## config.mk

```make
export PLATFORM = sky130hd
export DESIGN_NAME = syncv_multi
export DESIGN_NICKNAME = d
export VERILOG_FILES = /design/src/rtl/syncv_pkg.sv /design/src/rtl/int_stretch.sv /design/src/rtl/syncv_multi.sv
export SDC_FILE = /design/constraint.sdc
export NUM_CORES = 1
export LEC_CHECK = 0
export ABC_AREA = 1
export CORE_MARGIN = 2
export CORE_UTILIZATION = 55
export CTS_BUF_LIST = sky130_fd_sc_hd__clkbuf_8 sky130_fd_sc_hd__clkbuf_16
export DETAILED_ROUTE_END_ITERATION = 10
export PLACE_DENSITY = 0.81
export SLEW_MARGIN = 20
export SYNTH_ARGS = -nofsm -noshare
export SYNTH_HDL_FRONTEND = slang
export SYNTH_HIERARCHICAL = 1
export SYNTH_SLANG_ARGS = --single-unit
```

## constraint.sdc

```tcl
create_clock -name clk -period 2.19 [get_ports clk]
set_clock_uncertainty 0.1 [all_clocks]
set_input_delay 0.3285 -clock clk [delete_from_list [all_inputs] [get_ports clk]]
set_output_delay 0.3285 -clock clk [all_outputs]
set_load 0.05 [all_outputs]
```

## src/rtl/syncv_pkg.sv

```systemverilog
// Frame-standard encodings and per-mode vertical timing constants for syncv_multi.
package syncv_pkg;

    localparam logic [1:0] MODE_PENT = 2'd0;
    localparam logic [1:0] MODE_128  = 2'd1;
    localparam logic [1:0] MODE_48   = 2'd2;
    localparam logic [1:0] MODE_60   = 2'd3;

    typedef struct packed {
        logic [15:0] period;
        logic [15:0] vblnk_end;
        logic [15:0] vsync_beg;
        logic [15:0] vsync_end;
        logic [15:0] vpix_beg;
        logic [15:0] vpix_end;
    } timing_t;

    function automatic timing_t mode_timing(input logic [1:0] mode);
        timing_t t;
        case (mode)
            MODE_PENT: t = '{period: 16'd320, vblnk_end: 16'd32, vsync_beg: 16'd8,
                             vsync_end: 16'd11, vpix_beg: 16'd80, vpix_end: 16'd272};
            MODE_128:  t = '{period: 16'd311, vblnk_end: 16'd24, vsync_beg: 16'd4,
                             vsync_end: 16'd7,  vpix_beg: 16'd63, vpix_end: 16'd255};
            MODE_48:   t = '{period: 16'd312, vblnk_end: 16'd24, vsync_beg: 16'd4,
                             vsync_end: 16'd7,  vpix_beg: 16'd64, vpix_end: 16'd256};
            default:   t = '{period: 16'd262, vblnk_end: 16'd16, vsync_beg: 16'd3,
                             vsync_end: 16'd6,  vpix_beg: 16'd24, vpix_end: 16'd216};
        endcase
        return t;
    endfunction

endpackage

```

## src/rtl/int_stretch.sv

```systemverilog
// Stretches a one-clk trigger into an INT_LEN-clk active level; retrigger reloads.
module int_stretch #(
    parameter int INT_LEN = 32
) (
    input  logic clk,
    input  logic rst_n,
    input  logic trig_i,
    output logic active_o
);

    logic [15:0] cnt_q;
    logic        active_q;

    // cnt_q holds the clocks still to go after the current one
    always_ff @(posedge clk or negedge rst_n) begin
        if (!rst_n) begin
            cnt_q    <= '0;
            active_q <= 1'b0;
        end else if (trig_i) begin
            cnt_q    <= 16'(INT_LEN - 1);
            active_q <= 1'b1;
        end else if (cnt_q != '0) begin
            cnt_q    <= cnt_q - 16'd1;
        end else begin
            active_q <= 1'b0;
        end
    end

    assign active_o = active_q;

endmodule

```

## src/rtl/syncv_multi.sv

```systemverilog
// Vertical timing generator: line counter, blank/sync/picture windows and Z80 INT,
// with the frame standard switched only at the frame wrap.
module syncv_multi
    import syncv_pkg::*;
#(
    parameter int         CW       = 9,
    parameter int         INT_LEN  = 32,
    parameter logic [1:0] DEF_MODE = 2'd0
) (
    input  logic          clk,
    input  logic          rst_n,
    input  logic          hsync_start,
    input  logic          line_start,
    input  logic          hint_start,
    input  logic [1:0]    mode,
    input  logic [CW-1:0] int_line,
    output logic [CW-1:0] vcount,
    output logic          frame_start,
    output logic          vblank,
    output logic          vsync,
    output logic          vpix,
    output logic          int_start,
    output logic          int_active,
    output logic [1:0]    cur_mode
);

    logic [CW-1:0] vcount_q, vcount_d;
    logic [1:0]    cur_mode_q, cur_mode_d;
    logic          frame_start_q, frame_start_d;
    logic          vblank_q, vblank_d;
    logic          vsync_q, vsync_d;
    logic          vpix_q, vpix_d;
    logic          int_start_q, int_start_d;

    timing_t       tim;
    logic [CW-1:0] last_line, vblnk_end, vsync_beg, vsync_end, vpix_beg, vpix_end;

    // Timing always follows the shadow mode, never the live request
    assign tim       = mode_timing(cur_mode_q);
    assign last_line = CW'(tim.period - 16'd1);
    assign vblnk_end = CW'(tim.vblnk_end);
    assign vsync_beg = CW'(tim.vsync_beg);
    assign vsync_end = CW'(tim.vsync_end);
    assign vpix_beg  = CW'(tim.vpix_beg);
    assign vpix_end  = CW'(tim.vpix_end);

    always_comb begin
        vcount_d      = vcount_q;
        cur_mode_d    = cur_mode_q;
        frame_start_d = 1'b0;
        vblank_d      = vblank_q;
        vsync_d       = vsync_q;
        vpix_d        = vpix_q;

        if (hsync_start) begin
            if (vcount_q == last_line) begin
                vcount_d      = '0;
                cur_mode_d    = mode;
                frame_start_d = 1'b1;
            end else begin
                vcount_d = vcount_q + CW'(1);
            end

            if (vcount_q == '0)            vblank_d = 1'b1;
            else if (vcount_q == vblnk_end) vblank_d = 1'b0;

            if (vcount_q == vpix_beg)      vpix_d = 1'b1;
            else if (vcount_q == vpix_end) vpix_d = 1'b0;
        end

        // vsync ends on the mid-line strobe, not on the line advance
        if (hsync_start && vcount_q == vsync_beg)     vsync_d = 1'b1;
        else if (line_start && vcount_q == vsync_end) vsync_d = 1'b0;

        int_start_d = hint_start && (vcount_q == int_line);
    end

    always_ff @(posedge clk or negedge rst_n) begin
        if (!rst_n) begin
            vcount_q      <= '0;
            cur_mode_q    <= DEF_MODE;
            frame_start_q <= 1'b0;
            vblank_q      <= 1'b0;
            vsync_q       <= 1'b0;
            vpix_q        <= 1'b0;
            int_start_q   <= 1'b0;
        end else begin
            vcount_q      <= vcount_d;
            cur_mode_q    <= cur_mode_d;
            frame_start_q <= frame_start_d;
            vblank_q      <= vblank_d;
            vsync_q       <= vsync_d;
            vpix_q        <= vpix_d;
            int_start_q   <= int_start_d;
        end
    end

    int_stretch #(.INT_LEN(INT_LEN)) u_int_stretch (
        .clk      (clk),
        .rst_n    (rst_n),
        .trig_i   (int_start_d),
        .active_o (int_active)
    );

    assign vcount      = vcount_q;
    assign cur_mode    = cur_mode_q;
    assign frame_start = frame_start_q;
    assign vblank      = vblank_q;
    assign vsync       = vsync_q;
    assign vpix        = vpix_q;
    assign int_start   = int_start_q;

endmodule

```

==> qor.txt <==
max cap viols: 0
register area share after synthesis: 0.3399
crit-path cells: clkdlybuf4s50_1
Buffers & Inverters on Critical Path: 1
Combinational Power Share: 0.586
Peak VDD IR: 0.0008295 V
clk buf depth: 2
synth warn: 6
Fin. Hold Viols: 0
Power Total: 0.003956 W
Area after DPL: 2816 µm²
Ports: 33
global route overflow: 0
initial antenna violation count: 0
first drt pass iteration count: 4
routability cong.: 0.8665
Pint: 0.001895 W
Routed WL per cell: 12.81 µm
via count: 2335
final WL: 5676 µm
CTS clk-pin slew, worst paths: 0.08 ns
initial core utilization: 0.5659
Die Span Y: 70.47 µm
H-tree levels: 2
switching share of power: 0.5209
kind of critical path: register to output port
syn nets: 376
# nets final: 416
final setup fails: 0
first-pass GRT wire length: 9846 µm
Slew Limit Fails: 0
Flop pwr share: 0.302
PortBufs: 32
crit path DAT: 1.70 ns
Synth Cell Area: 2430 µm²
Slew headroom: 0.6561
power density over the cells: 1365 nW/µm²
Cell Rows: 24
Avg Cell Area, Syn: 6.942 µm²
worst slew pin tran: 0.5142 ns
fin crit share: 0.9741
post-CTS resize count: 0
gr usage total: 0.2483
Initial DRC Count: 105
postcts setup bufs: 0
CTS tree: built
unrepaired setup endpoints after global routing: false
Synth cell types: 36
Leak Pwr: 1.482 nW
Syn-to-layout area delta: 19.31%
Setup crit end kind: output port
Clk network pwr share: 0.112
number of global-route vias before repair: 2224
switching power: 0.002061 W
crit path max fanout: 10
status: complete, no violations
Max Fclk: 468.8 MHz
Finished Core Util: 0.6751
Worst setup SP type: register
Critical-path top delay cell: clkdlybuf4s50_1
Seq cells post-synth: 33
CTS Sinks: 33
Skew-Pair Late Insertion Delay: 0.29 ns
worst hold-check path type: input pin to async pin
die area: 4965 µm²
Critical Path RT: 1.76 ns
critical path's top delay family: buffers and inverters
Total Neg Setup Slack: 0 ns
CORE AREA: 4294 µm²
Worst path max stage delay: 0.87 ns
largest net degree at the start of global routing: 34
Remaining DRCs: 0
Gate Count Post-Synth: 350
Final Critical Period: 2.133 ns
root buffer cell: clkbuf_8
Antenna Cells: 0
die width: 70.47 µm
fin area: 2899 µm²
half-perimeter wire length after placement: 4222 µm
CTS Buf Count: 5
CTS Hold Bufs: 0
vias per cell: 5.271
share of cells above drive strength 1: 0.1330
Final ANT Viol Nets: 0
## area by class of cell
class	instances	area, µm²
clock buffers	5	68.82
clock inverters	3	13.76
fillers	375	1395
inverters	52	205.2
multi-input cells	257	1335
flip-flops and latches	33	828.3
well taps	52	65.06
repair buffers	41	382.9
## power groups by stage
stage	Combinational, W	Sequential [W]	Clock, W
floorplan	0.00146	0.00144	0
global placement	0.00226	0.00119	0
detailed placement	0.00231	0.00120	0
CTS	0.00232	0.00119	0.000455
global route	0.00258	0.00124	0.000481
finish	0.00232	0.00119	0.000444
## cells in the final DEF (no fill, tap or decap), drive strengths merged
cell type      count
buf               11
nand2             99
o31ai              1
inv               50
nand4              5
o21ai             12
clkinv             5
and2               1
nand3b             1
nor3b              1
xnor2              4
a21oi              6
or2                5
xor2               2
nor3               1
clkbuf             5
a21boi             1
clkdlybuf4s50     30
nand3             43
o2111ai            1
ha                10
o21bai             1
dfrtp             33
nor2              61
o22ai              2
## worst register-to-register path, stage by stage (launching register included)
cell and delay, ns:
dfrtp_2 0.50, inv_2 0.17, o21ai_0 0.12, a21oi_1 0.16
nand3_1 0.10, nor2_1 0.16, clkinv_1 0.15, nand3_4 0.17
clkinv_4 0.12, nor2_1 0.13
## state kept, by name, summed over array words and instances (netlist names)
| name | flops |
|---|---|
| vsync | 1 |
| vcount | 9 |
| vpix | 1 |
| cur_mode | 2 |
| vblank | 1 |
| u_int_stretch/cnt_q | 16 |
| int_start | 1 |
| u_int_stretch/active_o | 1 |
| frame_start | 1 |
## per-stage QoR
stage               setup slack [ns]  instances  hold WS, ns
global route                 0.01871        443       0.3908
detailed placement            0.1303        435       0.3643
global placement              0.2221        435       0.3627
floorplan                    0.04487        350     -0.06709
finish                       0.05681        443       0.3485
CTS                          0.05449        443       0.3571
## layer usage
| metal | wire (µm) | GRT usage | vias up |
|---|---|---|---|
| met5 | 0 | 0 | - |
| met4 | 151 | 0.1154 | 0 |
| met3 | 244 | 0.05483 | 15 |
| met2 | 2905 | 0.4287 | 46 |
| met1 | 2375 | 0.2908 | 1103 |
| li1 | - | - | 1171 |
## synth_stat cells
master	count	area, µm²
a21boi_0	1	7.510
a21oi_1	6	30.03
and2_1	1	6.260
buf_2	2	10.01
buf_4	2	15.01
buf_6	3	33.78
clkbuf_2	1	5.000
clkinv_1	1	3.750
clkinv_4	2	17.52
dfrtp_1	33	825.8
ha_1	10	125.1
inv_1	44	165.2
inv_2	5	18.77
nand2_1	95	356.6
nand2_2	4	25.02
nand3_1	40	200.2
nand3_4	3	52.55
nand3b_1	1	7.510
nand4_1	5	31.28
nor2_1	48	180.2
nor2_2	7	43.79
nor2_4	6	67.56
nor3_1	1	5.000
nor3b_1	1	7.510
o2111ai_1	1	8.760
o21ai_0	10	50.05
o21ai_1	1	5.000
o21ai_2	1	8.760
o21bai_1	1	7.510
o22ai_1	2	12.51
o31ai_2	1	12.51
or2_0	1	6.260
or2_1	1	6.260
or2_2	3	18.77
xnor2_1	4	35.03
xor2_1	2	17.52
## path summary, 6_finish.rpt
kind	slack, ns	start	to	cells past startpoint
worst max-delay path	0.06	vcount[0]$_DFFE_PN0P_	vcount[0]	1
worst min-delay path	0.35	rst_n	u_int_stretch/cnt_q[8]$_DFFE_PN0P_	2
worst max register to register	0.24	vcount[3]$_DFFE_PN0P_	u_int_stretch/cnt_q[6]$_DFFE_PN0P_	9
worst min register to register	0.38	vsync$_DFFE_PN0P_	vsync$_DFFE_PN0P_	2
max in group asynchronous	1.31	rst_n	vcount[3]$_DFFE_PN0P_	2
min in group clk	0.38	vsync$_DFFE_PN0P_	vsync$_DFFE_PN0P_	2
## kinds of logic (layout without fill, tap and decap cells)
logic type,Yosys count,after routing,synth area share
and+or+nand+nor,217,217,0.4176
buffers and inverters,60,101,0.1107
DFF,33,33,0.3399
AOI/OAI and AO/OA,24,24,0.05870
adders and majority gates,10,10,0.05149
xor gates and xnor gates,6,6,0.02163
Note: power is estimated with default switching activity, not from simulation.
